`src/rtl/rf_write_arbiter_pkg.sv`:
```
// Shared constants for the register-file write-port arbiter.
// Requester indices double as the grant_src encoding and the `last` value.
package rf_write_arbiter_pkg;
    localparam int   DEF_WIDTH  = 32;
    localparam int   DEF_ADDR_W = 5;
    localparam logic REQ_ALU    = 1'b0;
    localparam logic REQ_MEM    = 1'b1;
    localparam int   ZERO_REG   = 0;
endpackage

```
`src/rtl/rf_write_arbiter_sat_counter.sv`:
```
// Saturating up-counter for stall statistics.
// Latency: count reflects inc one cycle later; no backpressure (always counts when inc=1).
// Holds at all-ones; only rst clears it.
module sat_counter #(
    parameter int CNT_W = 16
) (
    input  logic             clk,
    input  logic             rst,
    input  logic             inc,
    output logic [CNT_W-1:0] count
);
    always_ff @(posedge clk) begin
        if (rst) begin
            count <= '0;
        end else if (inc && (count != {CNT_W{1'b1}})) begin
            count <= count + CNT_W'(1);
        end
    end
endmodule

```
`src/rtl/rf_write_arbiter.sv`:
```
// Round-robin arbiter sharing the register file write port between ALU and load writeback.
// Latency: a handshake in cycle N drives WE3/A3/WD3 in cycle N+1.
// Backpressure: loser (or everyone under freeze/rst) sees ready=0 and must hold its request.
module rf_write_arbiter
    import rf_write_arbiter_pkg::*;
#(
    parameter int WIDTH  = DEF_WIDTH,
    parameter int ADDR_W = DEF_ADDR_W,
    parameter int CNT_W  = 16
) (
    input  logic              clk,
    input  logic              rst,
    input  logic              freeze,
    input  logic              alu_valid,
    input  logic [ADDR_W-1:0] alu_addr,
    input  logic [WIDTH-1:0]  alu_data,
    output logic              alu_ready,
    input  logic              mem_valid,
    input  logic [ADDR_W-1:0] mem_addr,
    input  logic [WIDTH-1:0]  mem_data,
    output logic              mem_ready,
    output logic              WE3,
    output logic [ADDR_W-1:0] A3,
    output logic [WIDTH-1:0]  WD3,
    output logic              grant_src,
    output logic [CNT_W-1:0]  alu_stall_cnt,
    output logic [CNT_W-1:0]  mem_stall_cnt
);
    logic              last;
    logic              grant_alu;
    logic              grant_mem;
    logic              handshake;
    logic              grant_idx;
    logic [ADDR_W-1:0] grant_addr;
    logic [WIDTH-1:0]  grant_data;

    // Under contention the side that did not win last time gets the port.
    always_comb begin
        grant_alu = 1'b0;
        grant_mem = 1'b0;
        if (!rst && !freeze) begin
            if (alu_valid && mem_valid) begin
                grant_alu = (last == REQ_MEM);
                grant_mem = (last == REQ_ALU);
            end else begin
                grant_alu = alu_valid;
                grant_mem = mem_valid;
            end
        end
    end

    assign alu_ready  = grant_alu;
    assign mem_ready  = grant_mem;
    assign handshake  = grant_alu | grant_mem;
    assign grant_idx  = grant_mem ? REQ_MEM : REQ_ALU;
    assign grant_addr = grant_mem ? mem_addr : alu_addr;
    assign grant_data = grant_mem ? mem_data : alu_data;

    always_ff @(posedge clk) begin
        if (rst) begin
            last      <= REQ_MEM;
            WE3       <= 1'b0;
            A3        <= '0;
            WD3       <= '0;
            grant_src <= REQ_ALU;
        end else begin
            // Register 0 writes are consumed but never enabled on the port.
            WE3 <= handshake && (grant_addr != ADDR_W'(ZERO_REG));
            if (handshake) begin
                last      <= grant_idx;
                A3        <= grant_addr;
                WD3       <= grant_data;
                grant_src <= grant_idx;
            end
        end
    end

    sat_counter #(.CNT_W(CNT_W)) u_alu_stall (
        .clk   (clk),
        .rst   (rst),
        .inc   (alu_valid && !alu_ready),
        .count (alu_stall_cnt)
    );

    sat_counter #(.CNT_W(CNT_W)) u_mem_stall (
        .clk   (clk),
        .rst   (rst),
        .inc   (mem_valid && !mem_ready),
        .count (mem_stall_cnt)
    );
endmodule
```
`config.mk`:
```
export PLATFORM = sky130hd
export DESIGN_NAME = rf_write_arbiter
export DESIGN_NICKNAME = d
export VERILOG_FILES = /design/src/rtl/rf_write_arbiter_pkg.sv /design/src/rtl/rf_write_arbiter_sat_counter.sv /design/src/rtl/rf_write_arbiter.sv
export SDC_FILE = /design/constraint.sdc
export NUM_CORES = 1
export LEC_CHECK = 0
export ABC_AREA = 1
export BUFFER_PORTS_ARGS = -buffer_cell sky130_fd_sc_hd__buf_4
export CORE_MARGIN = 5
export CORE_UTILIZATION = 50
export CTS_CLUSTER_SIZE = 14
export DETAILED_ROUTE_END_ITERATION = 8
export GPL_TIMING_DRIVEN = 0
export PLACE_DENSITY = 0.81
export SKIP_LAST_GASP = 1
export SLEW_MARGIN = 20
export SYNTH_ARGS = -nofsm -noshare
export SYNTH_HDL_FRONTEND = slang
export SYNTH_SLANG_ARGS = --single-unit
```
`constraint.sdc`:
```
create_clock -name clk -period 2.8 [get_ports clk]
set_input_delay 0.14 -clock clk [delete_from_list [all_inputs] [get_ports clk]]
set_output_delay 0.14 -clock clk [all_outputs]
set_load 0.02 [all_outputs]
```
==> impl_metrics.tcl, run 1 <==
set metrics [dict create \
    drtIter0Drc 124 \
    via_per_inst 4.886 \
    antenna_found_initial 0 \
    grt_setup_unrepaired "no" \
    synth_area_leaders "dfxtp_1 37%, nand2_1 26%, inv_1 6.1%" \
    cts_made_buffers 9 \
    setup_violations 0 \
    fmax_mhz 537.0 \
    peakVddDrop_v 0.0002487 \
    required_ns 3.00 \
    postRouteAntennaNets 0 \
    final_area_um2 5319 \
    crit_type "reg -> reg" \
    port_buffers 151 \
    end_kind "register" \
    clkPwrFrac_pct 36.5 \
    grt_overflow 0 \
    syn-num-nets 683 \
    coreArea_um2 7607 \
    synth_top_area_cell "dfxtp_1" \
    critPathLaunchType "register" \
    maxUsedRoutingLayer "met4" \
    ys_types 30 \
    p_int_w 0.001693 \
    cts.sinks 72 \
    yosysMostFrequentCell "nand2_1" \
    worstHoldEndpoint "WD3[28]$_SDFFE_PP0P_" \
    firstDrtPassIters 4 \
    r2r_end "u_alu_stall.count[12]$_SDFFE_PP0P_" \
    pin_count 152 \
    clock_skew_ns 0.006148 \
    drc 0 \
    antenna_cells 0 \
    slew_headroom_pct 52.84 \
    finalCritPeriodShare_pct 66.51 \
    clk_pin_slew_ns 0.07 \
    yosysSeqAreaShare_pct 37.35 \
    synthesis.instances 602 \
    num_vias 4256 \
    critPathMaxStageDelay_ns 0.44 \
    placed_area_um2 5120 \
    die_w_um 97.85 \
    cp.arrival_ns 2.07 \
    die_h_um 97.85 \
    holdCritPathClass "in -> reg" \
    final_hold_viol_count 0 \
    areaGrowthSynthToFinish_pct 37.84 \
    cts_resized 0 \
    grt_util_all_layers_pct 23.26 \
    power_density_nw_per_um2 431.9 \
    slowest_stage "dfxtp_1" \
    netlist_area_um2 3859 \
    holdPathStages 5 \
    dr_wl_met3_um 1085 \
    cts_tree "built" \
    yosysWarnings 0 \
    switching_power_w 0.0006045 \
    nets 845 \
    cp_cell_sequence "ha_1 -> nand3_2 -> clkinv_1 -> nand2_2 -> o21ai_4 -> inv_2 -> buf_6 -> nand2_1 -> a21oi_1" \
    period_needed_ns 1.862 \
    design.die.area_um2 9575 \
    clock_latency_ns 0.34 \
    seqPwrFrac_pct 47.3 \
    drive_gt1_share_pct 27.44 \
    gp_congestion 0.8706 \
    rows 32 \
    switching_share_pct 26.32 \
    rr_worst_depth 9 \
    cp_top_family "flip-flops" \
    synth_flop_cell "dfxtp_1" \
    hpwl_um 8785 \
    postSynth.asyncResetShare_pct 0 \
    finalSetupTns_ns 0 \
    cp_max_fo 10 \
    clockBufferDepth 2 \
    worstHoldStart "alu_data[28]" \
    wl_met2_um 5640 \
    synth_commonest_cells "263 x nand2_1, 72 x dfxtp_1, 63 x inv_1" \
    drv_cap 0 \
    drt_wl_total_um 11240 \
    cts_setup_buffers 0 \
    wl_per_cell_um 12.91 \
    grt_first_pass_wirelength_um 18670 \
    grt_pass1_vias 4244 \
    tightest_slew_ns 0.7075 \
    synth_edf_count 0 \
    hold_buffers 0 \
    finalMaxSlewViolations 0 \
    grt_max_degree 12 \
    clockRootBuffer "clkbuf_8" \
    r2r_slack_ns 0.94 \
    path_depth 9 \
    wirelength_met1_um 4346 \
    cts_max_level 3 \
    syn_avg_cell_area_um2 6.410 \
    cellLeakagePower_nw 2.644 \
    crit_buf_inv 3 \
    outcome "finished, final reports clean" \
    reg2reg_from "u_alu_stall.count[0]$_SDFFE_PP0P_" \
    initial_core_util_pct 50.72 \
    p_comb_share_pct 16.1 \
    yosysTopAreaCellShare_pct 37.35 \
    ys_seq_elements 72 \
]
## metrics by stage
stage	instances	total power, W	hold slack (ns)	util, %	setup slack, ns
3_5_place_dp	855	0.001483	0.4308	67.30	0.9514
4_1_cts	871	0.002322	0.06917	69.92	0.9493
3_3_place_gp	855	0.001474	0.4157	67.30	1.021
2_1_floorplan	602	0.001295	0.3309	-	1.080
5_1_grt	871	0.002402	0.08139	69.92	0.7998
6_report	871	0.002297	0.08207	69.92	0.9376
## worst register-to-register path, stage by stage (launching register included)
cell and delay, ns:
dfxtp_1 0.44, ha_1 0.32, nand3_2 0.12, clkinv_1 0.10, nand2_2 0.08, o21ai_4 0.26, inv_2 0.13, buf_6 0.17
nand2_1 0.07, a21oi_1 0.05
## cell families (layout without fill, tap and decap cells)
logic type / after synthesis / count (layout) / synth area share [%]
and+or+nand+nor: 371 / 371 / 40.27
xor gates and xnor gates: 12 / 12 / 2.724
DFF: 72 / 72 / 37.35
AOI/OAI and AO/OA: 54 / 54 / 8.820
adders and majority gates: 2 / 2 / 0.6484
buffers and inverters: 91 / 258 / 10.18
## layout by cell type (no fill, tap or decap), drive strengths merged, types with 5 or more instances in the layout
cell type / netlist / routed
a21oi: 30 / 30
nand3: 45 / 45
clkinv: 4 / 6
clkbuf: 9 / 22
inv: 65 / 65
o21ai: 17 / 17
nor2: 45 / 45
buf: 13 / 164
o211ai: 5 / 5
nand4: 9 / 9
nand2: 271 / 271
xor2: 5 / 5
dfxtp: 72 / 72
xnor2: 7 / 7
## sequential cells by signal, indices dropped and copies added, names as in the netlist
name and flops:
u_alu_stall.count 16, grant_src 1, last 1, WE3 1, u_mem_stall.count 16, A3 5
WD3 32
## power by group through the flow
stage	clock network (W)	logic, W	registers [W]
6_report	0.000839	0.000371	0.00109
5_1_grt	0.000901	0.000409	0.00109
4_1_cts	0.000861	0.000374	0.00109
3_5_place_dp	0	0.000374	0.00111
3_3_place_gp	0	0.000366	0.00111
2_1_floorplan	0	0.000146	0.00115
## layout make-up
class                      count  area [µm²]
sequential                    72        1441
buffer                        22       128.9
timing repair buffer         151        1134
multi-input combinational    439        2024
inverter                      69       264.0
clock inverter                 3       40.04
fill                         654        2288
clock buffer                  13       158.9
tap                          102       127.6
## worst max-delay path by stage
stage / from / endpoint
6_report: u_alu_stall.count[0]$_SDFFE_PP0P_ / u_alu_stall.count[12]$_SDFFE_PP0P_
5_1_grt: u_alu_stall.count[0]$_SDFFE_PP0P_ / u_alu_stall.count[7]$_SDFFE_PP0P_
4_1_cts: u_alu_stall.count[0]$_SDFFE_PP0P_ / u_alu_stall.count[12]$_SDFFE_PP0P_
3_5_place_dp: u_alu_stall.count[0]$_SDFFE_PP0P_ / u_alu_stall.count[7]$_SDFFE_PP0P_
3_3_place_gp: u_alu_stall.count[0]$_SDFFE_PP0P_ / u_alu_stall.count[9]$_SDFFE_PP0P_
2_1_floorplan: u_alu_stall.count[1]$_SDFFE_PP0P_ / u_alu_stall.count[6]$_SDFFE_PP0P_
## layer usage
metal	GRT usage, %	up-vias
met5	0	-
met1	25.01	1919
met3	10.64	15
met4	7.029	0
met2	40.79	136
li1	-	2186
Note: power is estimated with default switching activity, not from simulation.
==> run 2: changes to the inputs <==
--- a/config.mk
+++ b/config.mk
@@ -8,11 +8,11 @@
 export ABC_AREA = 1
 export BUFFER_PORTS_ARGS = -buffer_cell sky130_fd_sc_hd__buf_4
 export CORE_MARGIN = 5
-export CORE_UTILIZATION = 50
+export CORE_UTILIZATION = 44
 export CTS_CLUSTER_SIZE = 14
 export DETAILED_ROUTE_END_ITERATION = 8
 export GPL_TIMING_DRIVEN = 0
-export PLACE_DENSITY = 0.81
+export PLACE_DENSITY = 0.75
 export SKIP_LAST_GASP = 1
 export SLEW_MARGIN = 20
 export SYNTH_ARGS = -nofsm -noshare
==> constraint.sdc (replaced) <==
create_clock -name clk -period 1.6 [get_ports clk]
set_input_delay 0.08 -clock clk [delete_from_list [all_inputs] [get_ports clk]]
set_output_delay 0.08 -clock clk [all_outputs]
set_load 0.02 [all_outputs]
==> impl_metrics.tcl, run 2 (synthesis results as in run 1) <==
set metrics [dict create \
    outcome "finished, final reports clean" \
    pin_count 152 \
    layout_common_cells "262 x nand2_1, 159 x buf_4, 63 x inv_1, 51 x dfxtp_1, 44 x nand3_1" \
    design.die.area_um2 10740 \
    cts_max_level 3 \
    period_needed_ns 1.527 \
    worstHoldStart "alu_data[2]" \
    drtIter0Drc 122 \
    rows 34 \
    r2r_end "u_mem_stall.count[0]$_SDFFE_PP0P_" \
    grt_pass1_vias 4185 \
    place_inst 861 \
    coreArea_um2 8636 \
    antenna_cells 0 \
    layout_commonest_cell "nand2_1" \
    nets 851 \
    finalMaxSlewViolations 0 \
    final_hold_viol_count 0 \
    hold_buffers 0 \
    grt_max_degree 11 \
    cts_tree "built" \
    slew_headroom_pct 51.59 \
    initial_core_util_pct 44.68 \
    cts.sinks 72 \
    num_vias 4269 \
    critPathMaxStageDelay_ns 0.38 \
    crit_top_cell "nor2_4" \
    cp_top_family "simple AND/OR/NAND/NOR gates" \
    clockRootBuffer "clkbuf_8" \
    clockBufferDepth 2 \
    drv_cap 0 \
    required_ns 1.85 \
    r2r_slack_ns 0.07 \
    grt_overflow 0 \
    crit_type "reg -> reg" \
    crit_buf_inv 2 \
    antenna_found_initial 0 \
    port_buffers 151 \
    wl_per_cell_um 13.21 \
    utilization_pct 62.66 \
    timing.hold.ws_ns 0.01769 \
    cp.arrival_ns 1.78 \
    tightest_slew_ns 0.7261 \
    grt_first_pass_wirelength_um 19250 \
    drt_wl_total_um 11630 \
    fmax_mhz 654.8 \
    rr_worst_depth 9 \
    postRouteAntennaNets 0 \
    largest_register_ffs 32 \
    die_w_um 103.6 \
    holdCritPathClass "in -> reg" \
    largestRegisters "WD3 x32, u_alu_stall.count x16, u_mem_stall.count x16" \
    cp_cell_sequence "ha_4 -> inv_1 -> nor2_4 -> nand2_4 -> nor2_4 -> nor2_4 -> buf_4 -> nand2_1 -> a21oi_1" \
    total_power_w 0.003839 \
    via_per_inst 4.851 \
    holdPathStages 5 \
    worstHoldEndpoint "WD3[2]$_SDFFE_PP0P_" \
    clk_pin_slew_ns 0.07 \
    peakVddDrop_v 0.0004262 \
    largest_register "WD3" \
    critPathLaunchType "register" \
    stdcell_count 880 \
    drive_gt1_share_pct 31.22 \
    die_h_um 103.6 \
    hpwl_um 8825 \
    grt_util_all_layers_pct 21.01 \
    cellLeakagePower_nw 2.675 \
    grt_setup_unrepaired "yes" \
    gp_congestion 0.8497 \
    clock_skew_ns 0.007996 \
    reg2reg_from "u_mem_stall.count[0]$_SDFFE_PP0P_" \
    end_kind "register" \
    power_density_nw_per_um2 709.5 \
    firstDrtPassIters 4 \
    clock_latency_ns 0.34 \
    cp_max_fo 10 \
    finalCritPeriodShare_pct 95.45 \
    setup_violations 0 \
    areaGrowthSynthToFinish_pct 40.24 \
    cts_made_buffers 9 \
    slowest_stage "dfxtp_4" \
    drc 0 \
]
[run 2: changes by cell type in the layout (fill, tap and decap cells not counted), sizes merged]
cell,delta
buf,+5
bufinv,-1
clkinv,-3
inv,+2
[run 2: power by group]
group / total (W) / leakage (nW) / switching [W] / internal (W)
sequential: 0.00191 / 0.596 / 0.0000506 / 0.00186
combinational: 0.000673 / 1.99 / 0.000355 / 0.000317
clock: 0.00126 / 0.0842 / 0.000638 / 0.000621
[run 2: repair_timing]
item	in CTS	in global routing
pin swaps	2	3
buffers inserted	3	4
resized for setup	5	25
setup endpoints to repair	29	33
cloned	0	0
[run 2: stage by stage]
stage | instance area (µm²) | TNS (ns) | worst slack, ns
after floorplan | 3866 | 0 | 0.02238
after global placement | 5135 | -0.6581 | -0.05319
after CTS | 5341 | 0 | 0.004837
final | 5411 | 0 | 0.07287
after detailed placement | 5135 | -1.670 | -0.09777
after global routing | 5411 | -0.03501 | -0.02842
[run 2: worst register-to-register path: stages, from the launching register on]
cell	delay, ns
dfxtp_4	0.38
ha_4	0.18
inv_1	0.09
nor2_4	0.05
nand2_4	0.09
nor2_4	0.05
nor2_4	0.18
buf_4	0.20
nand2_1	0.07
a21oi_1	0.16
[run 2: worst max path at each step]
stage	slack [ns]	end	cells after the start	from
finish	0.07	u_mem_stall.count[0]$_SDFFE_PP0P_	9	u_mem_stall.count[0]$_SDFFE_PP0P_
floorplan	0.02	u_alu_stall.count[6]$_SDFFE_PP0P_	9	u_alu_stall.count[1]$_SDFFE_PP0P_
CTS	0.005	u_mem_stall.count[8]$_SDFFE_PP0P_	11	u_mem_stall.count[0]$_SDFFE_PP0P_
detailed placement	-0.1	u_alu_stall.count[11]$_SDFFE_PP0P_	9	u_alu_stall.count[0]$_SDFFE_PP0P_
global route	-0.03	u_alu_stall.count[11]$_SDFFE_PP0P_	9	u_alu_stall.count[1]$_SDFFE_PP0P_
global placement	-0.05	u_alu_stall.count[12]$_SDFFE_PP0P_	9	u_alu_stall.count[0]$_SDFFE_PP0P_
[run 2: layout make-up]
class | instances | area [µm²]
Tap cell | 108 | 135.1
Buffer | 21 | 126.4
Inverter | 69 | 269.0
Clock inverter | 1 | 5.005
Multi-Input combinational cell | 439 | 2059
Fill cell | 810 | 3224
Sequential cell | 72 | 1475
Timing Repair Buffer | 158 | 1186
Clock buffer | 12 | 155.1
[run 2: per-layer routing]
metal | track usage (%) | up-vias | routed length, µm
met5 | 0 | - | 0
met4 | 5.811 | 0 | 121
met3 | 7.152 | 12 | 1020
met2 | 36.98 | 146 | 5784
met1 | 24.02 | 1925 | 4697
li1 | - | 2186 | -
==> run 3: changes to the inputs <==
--- a/config.mk
+++ b/config.mk
@@ -9,10 +9,12 @@
 export BUFFER_PORTS_ARGS = -buffer_cell sky130_fd_sc_hd__buf_4
 export CORE_MARGIN = 5
 export CORE_UTILIZATION = 44
+export CTS_CLUSTER_DIAMETER = 100
 export CTS_CLUSTER_SIZE = 14
 export DETAILED_ROUTE_END_ITERATION = 8
 export GPL_TIMING_DRIVEN = 0
 export PLACE_DENSITY = 0.75
+export RECOVER_POWER = 50
 export SKIP_LAST_GASP = 1
 export SLEW_MARGIN = 20
 export SYNTH_ARGS = -nofsm -noshare
==> impl_metrics.tcl, run 3 (synthesis results as in run 1) <==
set metrics [dict create \
    pin_count 152 \
    drv_cap 0 \
    grt_max_degree 11 \
    port_buffers 151 \
    period_needed_ns 1.535 \
    switching_share_pct 27.43 \
    slew_headroom_pct 51.71 \
    crit_buf_inv 2 \
    grt_pass1_vias 4185 \
    drt_wl_total_um 11590 \
    clockBufferDepth 2 \
    wl_per_cell_um 13.16 \
    drc 0 \
    num_vias 4255 \
    antenna_cells 0 \
    initial_core_util_pct 44.68 \
    crit_top_cell "nor2_4" \
    critPathLaunchType "register" \
    die_h_um 103.6 \
    postRouteAntennaNets 0 \
    drtIter0Drc 110 \
    cp_max_fo 10 \
    clkPwrFrac_pct 33.1 \
    cts_max_level 3 \
    pre_cts_ws_ns -0.09777 \
    required_ns 1.85 \
    slowest_stage "dfxtp_4" \
    coreArea_um2 8636 \
    place_inst 861 \
    cts_made_buffers 9 \
    switching_power_w 0.001044 \
    hpwl_um 8825 \
    p_comb_share_pct 16.8 \
    clockRootBuffer "clkbuf_8" \
    grt_setup_unrepaired "yes" \
    finalSetupTns_ns 0 \
    end_kind "register" \
    cp.arrival_ns 1.78 \
    design.die.area_um2 10740 \
    largestRegisters "WD3 x32, u_alu_stall.count x16, u_mem_stall.count x16" \
    final_hold_viol_count 0 \
    fmax_mhz 651.7 \
    hold_buffers 0 \
    stdcell_count 880 \
    cp_cell_sequence "ha_4 -> inv_1 -> nor2_4 -> nand2_4 -> nor2_4 -> nor2_4 -> buf_4 -> nand2_1 -> a21oi_1" \
    antenna_found_initial 0 \
    layout_commonest_cell "nand2_1" \
    finalCritPeriodShare_pct 95.91 \
    critPathMaxStageDelay_ns 0.38 \
    grt_overflow 0 \
    power_density_nw_per_um2 719.1 \
    largest_register_ffs 32 \
    cts_tree "built" \
    cts.sinks 72 \
    fill_cells 846 \
    cp_top_family "simple AND/OR/NAND/NOR gates" \
    cellLeakagePower_nw 2.542 \
    worstHoldStart "alu_data[2]" \
    outcome "finished, final reports clean" \
    drive_gt1_share_pct 27.07 \
    gp_congestion 0.8497 \
    areaGrowthSynthToFinish_pct 37.13 \
    crit_type "reg -> reg" \
    clock_latency_ns 0.34 \
    reg2reg_from "u_mem_stall.count[0]$_SDFFE_PP0P_" \
    finalMaxSlewViolations 0 \
    largest_register "WD3" \
    worst_slack_ns 0.06548 \
    setup_violations 0 \
    layout_common_cells "262 x nand2_1, 127 x buf_4, 63 x inv_1, 51 x dfxtp_1, 44 x nand3_1" \
    cp-startpoint "u_mem_stall.count[0]$_SDFFE_PP0P_" \
    nets 851 \
    grt_first_pass_wirelength_um 19250 \
    peakVddDrop_v 0.0004240 \
    tightest_slew_ns 0.7243 \
    p_int_w 0.002761 \
    clk_pin_slew_ns 0.07 \
    firstDrtPassIters 4 \
    seqPwrFrac_pct 50.1 \
    rows 34 \
    grt_util_all_layers_pct 21.01 \
    clock_skew_ns 0.008008 \
    via_per_inst 4.835 \
    holdCritPathClass "in -> reg" \
    die_w_um 103.6 \
]
run 3: cell count changes in the layout (fill, tap and decap cells not counted), sizes merged:
cell | previous run | this run
buf | 169 | 137
clkbuf | 22 | 54
run 3: what timing repair did:
action	CTS	global route
buffers inserted	3	4
endpoints found under the setup margin	29	33
pin swaps	2	3
cloned	0	0
endpoints found under the hold margin	0	0
gates resized for setup	5	25
run 3: path summary, 6_finish.rpt:
check             slack, ns                                end  cells past startpoint
setup reg to reg       0.07  u_mem_stall.count[0]$_SDFFE_PP0P_                      9
hold / removal         0.02                WD3[2]$_SDFFE_PP0P_                      5
hold reg to reg        0.49             grant_src$_SDFFE_PP0P_                      2
setup / recovery       0.07  u_mem_stall.count[0]$_SDFFE_PP0P_                      9
run 3: routing by layer:
layer | share of wire [%] | GRT usage (%) | wire length, µm | vias up
met5 | 0 | 0 | 0 | -
met4 | 1.1 | 5.811 | 122 | 0
met3 | 8.5 | 7.152 | 988 | 12
met2 | 49 | 36.98 | 5717 | 147
met1 | 41 | 24.02 | 4757 | 1907
li1 | - | - | - | 2189
run 3: tightest hold or removal path: stages:
cell	delay, ns
buf_4	0.07
nand2_1	0.04
nand3_1	0.05
nand2_1	0.04
inv_1	0.04
run 3: area by class of cell:
class                      instances  area (µm²)  area share, %
buffer                            21       126.4          2.388
clock buffer                      12       155.1          2.932
clock inverter                     1       5.005        0.09459
inverter                          69       269.0          5.084
multi-input combinational        439        2059          38.92
sequential                        72        1475          27.88
tap                              108       135.1          2.554
timing repair buffer             158        1066          20.15
run 3: power by group through the flow:
stage / Combinational [W] / Sequential (W) / Clock [W]
6_report: 0.000639 / 0.00191 / 0.00126
5_1_grt: 0.000706 / 0.00191 / 0.00136
4_1_cts: 0.000672 / 0.00191 / 0.00129
3_5_place_dp: 0.000660 / 0.00194 / 0
3_3_place_gp: 0.000648 / 0.00194 / 0
2_1_floorplan: 0.000256 / 0.00201 / 0
run 3: through the flow:
stage,hold WS (ns),total power (W),instance area [µm²],util (%)
after floorplan,0.2709,0.002269,3866,-
after global placement,0.3574,0.002590,5135,59.46
after detailed placement,0.3694,0.002603,5135,59.46
after CTS,0.01186,0.003869,5341,61.85
after global routing,0.03331,0.003981,5291,61.27
final,0.01862,0.003805,5291,61.27
